===== config.mk =====
export PLATFORM = sky130hd
export DESIGN_NAME = vga_coord_scheduler
export DESIGN_NICKNAME = d
export VERILOG_FILES = /design/src/rtl/vga_pkg.sv /design/src/rtl/vblank_detect.sv /design/src/rtl/vga_coord_scheduler.sv
export SDC_FILE = /design/constraint.sdc
export NUM_CORES = 1
export LEC_CHECK = 0
export ABC_CLOCK_PERIOD_IN_PS = 1800
export CORE_MARGIN = 2
export CORE_UTILIZATION = 43
export CTS_BUF_LIST = sky130_fd_sc_hd__clkbuf_16
export CTS_CLUSTER_DIAMETER = 200
export CTS_CLUSTER_SIZE = 12
export DETAILED_ROUTE_END_ITERATION = 8
export PLACE_DENSITY_LB_ADDON = 0.25
export SYNTH_ARGS = -nofsm -noshare
export SYNTH_HDL_FRONTEND = slang
export SYNTH_SLANG_ARGS = --single-unit
export TNS_END_PERCENT = 100

===== constraint.sdc =====
create_clock -name MAX10_CLK1_50 -period 1.8 [get_ports MAX10_CLK1_50]
set_input_delay 0.36 -clock MAX10_CLK1_50 [delete_from_list [all_inputs] [get_ports MAX10_CLK1_50]]
set_output_delay 0.36 -clock MAX10_CLK1_50 [all_outputs]
set_load 0.01 [all_outputs]

===== src/rtl/vga_pkg.sv =====
// Shared VGA timing constants and types for the frame-synchronous overlay blocks.
package vga_pkg;

    localparam int H_VISIBLE = 640;
    localparam int V_VISIBLE = 480;
    localparam int H_TOTAL   = 800;
    localparam int V_TOTAL   = 525;
    localparam int COORD_W   = 10;

    typedef enum logic {
        EMPTY   = 1'b0,
        PENDING = 1'b1
    } sched_state_t;

    typedef enum logic {
        SRC_LIVE = 1'b0,
        SRC_OVR  = 1'b1
    } coord_src_t;

endpackage


===== src/rtl/vblank_detect.sv =====
// One-cycle pulse marking the first pixel of the first non-visible line.
module vblank_detect #(
    parameter int V_VISIBLE = vga_pkg::V_VISIBLE
) (
    input  logic       MAX10_CLK1_50,
    input  logic       reset,
    input  logic       pix_ce,
    input  logic [9:0] counterX,
    input  logic [9:0] counterY,
    output logic       vblank_pulse
);

    always_ff @(posedge MAX10_CLK1_50) begin
        if (reset)
            vblank_pulse <= 1'b0;
        else
            vblank_pulse <= pix_ce && (counterX == 10'd0) && (counterY == 10'(V_VISIBLE));
    end

endmodule


===== src/rtl/vga_coord_scheduler.sv =====
// Arbitrates live/override coordinate updates and commits one per frame at vblank start.
//   state   | meaning
//   EMPTY   | staging register free, requesters may transfer
//   PENDING | staging register full, waiting for vblank_pulse to commit
module vga_coord_scheduler #(
    parameter int V_VISIBLE   = vga_pkg::V_VISIBLE,
    parameter int COORD_W     = vga_pkg::COORD_W,
    parameter int HOLD_FRAMES = 30
) (
    input  logic               MAX10_CLK1_50,
    input  logic               reset,
    input  logic               pix_ce,
    input  logic [9:0]         counterX,
    input  logic [9:0]         counterY,
    input  logic               live_valid,
    output logic               live_ready,
    input  logic [COORD_W-1:0] live_x,
    input  logic [COORD_W-1:0] live_y,
    input  logic [COORD_W-1:0] live_z,
    input  logic               ovr_valid,
    output logic               ovr_ready,
    input  logic [COORD_W-1:0] ovr_x,
    input  logic [COORD_W-1:0] ovr_y,
    input  logic [COORD_W-1:0] ovr_z,
    output logic [COORD_W-1:0] disp_x,
    output logic [COORD_W-1:0] disp_y,
    output logic [COORD_W-1:0] disp_z,
    output logic               disp_src_ovr,
    output logic               commit_pulse,
    output logic               busy,
    output logic               hold_active
);
    import vga_pkg::*;

    sched_state_t       state_q, state_d;
    logic [COORD_W-1:0] stage_x, stage_y, stage_z;
    coord_src_t         stage_src;
    logic [7:0]         hold_cnt;
    logic               vblank_pulse;
    logic               ovr_xfer, live_xfer, accept, commit;

    vblank_detect #(
        .V_VISIBLE (V_VISIBLE)
    ) u_vblank (
        .MAX10_CLK1_50 (MAX10_CLK1_50),
        .reset         (reset),
        .pix_ce        (pix_ce),
        .counterX      (counterX),
        .counterY      (counterY),
        .vblank_pulse  (vblank_pulse)
    );

    // Override wins outright; a live transfer during hold is taken but dropped.
    always_comb begin
        state_d    = state_q;
        ovr_ready  = (state_q == EMPTY);
        live_ready = (state_q == EMPTY) && !ovr_valid;
        ovr_xfer   = ovr_valid && ovr_ready;
        live_xfer  = live_valid && live_ready;
        accept     = ovr_xfer || (live_xfer && (hold_cnt == 8'd0));
        commit     = (state_q == PENDING) && vblank_pulse;
        case (state_q)
            EMPTY:   if (accept) state_d = PENDING;
            PENDING: if (commit) state_d = EMPTY;
            default: state_d = EMPTY;
        endcase
    end

    always_ff @(posedge MAX10_CLK1_50) begin
        if (reset) begin
            state_q      <= EMPTY;
            stage_x      <= '0;
            stage_y      <= '0;
            stage_z      <= '0;
            stage_src    <= SRC_LIVE;
            disp_x       <= '0;
            disp_y       <= '0;
            disp_z       <= '0;
            disp_src_ovr <= 1'b0;
            hold_cnt     <= 8'd0;
            commit_pulse <= 1'b0;
        end else begin
            state_q      <= state_d;
            commit_pulse <= commit;
            if (accept) begin
                if (ovr_xfer) begin
                    stage_x   <= ovr_x;
                    stage_y   <= ovr_y;
                    stage_z   <= ovr_z;
                    stage_src <= SRC_OVR;
                end else begin
                    stage_x   <= live_x;
                    stage_y   <= live_y;
                    stage_z   <= live_z;
                    stage_src <= SRC_LIVE;
                end
            end
            if (commit) begin
                disp_x       <= stage_x;
                disp_y       <= stage_y;
                disp_z       <= stage_z;
                disp_src_ovr <= (stage_src == SRC_OVR);
            end
            if (commit && (stage_src == SRC_OVR))
                hold_cnt <= 8'(HOLD_FRAMES);
            else if (vblank_pulse && (hold_cnt != 8'd0))
                hold_cnt <= hold_cnt - 8'd1;
        end
    end

    assign busy        = (state_q == PENDING);
    assign hold_active = (hold_cnt != 8'd0);

endmodule


==> results.md <==
* TritonCTS clock tree: built
* Compound-gate portion of the synthesized area at 0.253
* Final Skew at just over 0.008 ns
* Chip width at approximately 88 um
* Ys async rst share at 0
* Number of I/O pins at 121
* Via count at 3092
* Number of flops mapped to enable cells by yosys at 0
* Routed WL at about 9300 um
* Tot GR Track Use at 0.239
* Top cell type by total area after synthesis: dfxtp_1
* First-pass GRT wire length at approximately 15000 um
* XOR/XNOR Fraction of Synth Area at 0.0173
* Share of the synthesized area in the top cell type at 0.480
* Largest family of logic cells by synthesized area: compound AO/OA/AOI/OAI gates
* FILL cells at roughly 540
* Initial antenna violation count at 0
* Final min period at between 1.5 and 2 ns
* GRT Residual Overflow at 0
* Die area at just under 8000 um2
* Final Hold Vio Count at 0
* Crit path to: hold_cnt[4]
* Cell depth of the worst setup path at 7
* CTS sink count at between 70 and 80
* Later-pin clock latency in the skew report at between 0.3 and 0.4 ns
* Synth unique cells at 37
* Layout cell share with drive strength beyond 1 at 0.109
* Largest net degree at the start of global routing at 33
* Final Util at 0.699
* DR vias/cell at around 5.8
* H-tree levels at 3
* Uppermost layer routed: met4
* Met2 routed WL at roughly 4600 um
* Post-route ant nets at 0
* CP peak stage delay at between 0.4 and 0.5 ns
* Crit path kind: flip-flop to flip-flop
* Slew Limit Fails at 0
* Final hold slack at around 0.46 ns
* Worst-path fanout max at 3
* Area Overhead vs Synth at 56.8%
* Vias in the first global route at between 2000 and 3000
* CP max stage cell: a2111oi_2
* Worst VDD drop at ~620 uV
* Mapped cell area at about 3000 um2
* Placed cell count at approximately 520
* Post-CTS setup buffer count at 0
* Worst path required time at 1.99 ns
* Synth Warn # at 0
* Area of the core at between 6000 and 7000 um2
* Drt wl/cell at 17.3 um
* Antenna cells at 0
* Non-filler cells, final at 537
* Max-cap violations at 0
* Register area at ~1500 um2
* R2R depth at 7
* Worst r2r src: hold_cnt[1]
* DRC viols at 0
* Pwr/cell area at 844 nW/um2
* Slew margin rel. at 0.694
* Port bufs at 120
* Initial DRC Count at 175
* Peak Freq at 583 MHz
* Critical path endpoint category: flip-flop
* Initial Util at 0.446
* Cts bufs inserted at 9
* Max clock buf depth at 2
* Synth top area cells: dfxtp_1 (48%), a22o_1 (8.6%), a22oi_1 (7.4%)
* Post-Syn Instances at between 300 and 400
* Slew at the pin closest to its max-slew limit at roughly 0.45 ns
* Synthesized area per cell at slightly below 10 um2
* Most frequent cells in the layout: clkdlybuf4s50_1 (117), dfxtp_1 (72), nand3_1 (33)
* Crit path launch type: flip-flop
* Die height at 88.1 um
* Sequential area share after synthesis at 0.480
* DRT met1 WL at 3990 um
* Final setup viols at 0
* HP Class: input port to flip-flop
* WP buf/inv at 2
* Simple-gate portion of the synthesized area at 0.192
* Seq cells post-synth at 73
* Post-route cell area at approximately 4800 um2
* Commonest non-fill, non-tap cell in the layout: clkdlybuf4s50_1
* # nets final at roughly 520
* Footprint of the multi-input gates at ~1500 um2
* Mux share of post-synthesis cell area at 0
* Leak at between 1.5 and 2 nW
* Gpl congestion at between 0.8 and 0.9
* R2r endpoint: hold_cnt[4]
* DR WL met3 at a little under 700 um
* Ys flop type: dfxtp_1
* DRT Pass-1 Iters at 4
* Top delay family on crit path: compound AO/OA/AOI/OAI gates
* Syn nets at 399
* Status: finished, final reports clean
* Critical path launch point: hold_cnt[1]
* Row count at 30
* Arr. time, crit path at around 1.9 ns
* Adder-cell share of the synthesized area at 0.00822
* Cell chain of the critical path: inv_1, ha_1, nor3b_4, buf_4, a2111oi_2, xnor2_1, a21oi_1
* FF-to-FF setup slack at roughly 0.084 ns
* Post-DP HPWL at approximately 6200 um
* Final critical-path share of the clock period at 0.954
* Root Buffer: clkbuf_16
* Clock slew at reported path FFs at 0.06 ns
* Dpl cell area at between 4000 and 5000 um2
## repair_timing
action | in CTS | in global routing
hold endpoints to repair | 0 | 0
hold buffers | 0 | 0
gates resized for setup | 5 | 10
endpoints found under the setup margin | 3 | 25
pin swaps | 0 | 1
## worst min-delay path by stage
stage | from | end | slack (ns) | cells after the start
2_1_floorplan | counterX[9] | u_vblank.vblank_pulse | 0.44 | 1
3_3_place_gp | disp_z[0] | disp_z[0] | 0.46 | 1
3_5_place_dp | disp_x[8] | disp_x[8] | 0.46 | 1
4_1_cts | reset | hold_cnt[4] | 0.44 | 2
5_1_grt | reset | hold_cnt[4] | 0.45 | 2
6_report | reset | hold_cnt[2] | 0.46 | 2
## routing by layer
metal | track usage | vias up
li1 | - | 1453
met1 | 0.336 | 1485
met2 | 0.386 | 145
met3 | 0.0405 | 9
met4 | 0.0551 | 0
met5 | 0 | -
## where the power goes
group | switching [mW] | internal [mW] | leakage, nW
sequential | 0.0470 | 1.67 | 0.594
combinational | 0.189 | 0.268 | 0.955
clock | 0.657 | 1.20 | 0.148
## Yosys cell counts (all sizes together), types with 3 or more instances
cell / count
xor2: 4
inv: 3
a31oi: 30
nand2: 5
a21oi: 7
dfxtp: 73
nand3: 33
a22o: 30
nand3b: 30
nor2: 8
clkbuf: 25
a22oi: 30
buf: 5
nor4: 4
## state kept, by name, summed over array words and instances (netlist names)
register	count
stage_src	1
hold_cnt	8
disp_x	10
commit_pulse	1
u_vblank.vblank_pulse	1
stage_x	10
stage_y	10
disp_y	10
disp_z	10
disp_src_ovr	1
busy	1
stage_z	10
## kinds of logic after synthesis
kind of cell,after synthesis
adder cells (fa/ha/maj),2
flip-flops,73
XOR/XNOR,6
buffers and inverters,33
AND/OR/NAND/NOR,93
AO/OA/AOI/OAI,105
## layout make-up
type | count | share of cell area
flip-flops and latches | 73 | 0.306
clock buffers | 9 | 0.0472
clock inverters | 7 | 0.0181
inverters | 3 | 0.00236
multi-input cells | 206 | 0.308
well taps | 96 | 0.0252
repair buffers | 143 | 0.293
## per-stage QoR
| step | worst slack, ns | setup TNS [ns] | power (mW) |
|---|---|---|---|
| 3_5_place_dp | -0.170 | -4.24 | 2.20 |
| 2_1_floorplan | 0.197 | 0 | 1.92 |
| 4_1_cts | 0.0102 | 0 | 4.03 |
| 6_report | 0.0836 | 0 | 4.03 |
| 3_3_place_gp | -0.133 | -2.58 | 2.19 |
| 5_1_grt | -0.0126 | -0.0126 | 4.16 |
Power figures use the tool's default switching activity.
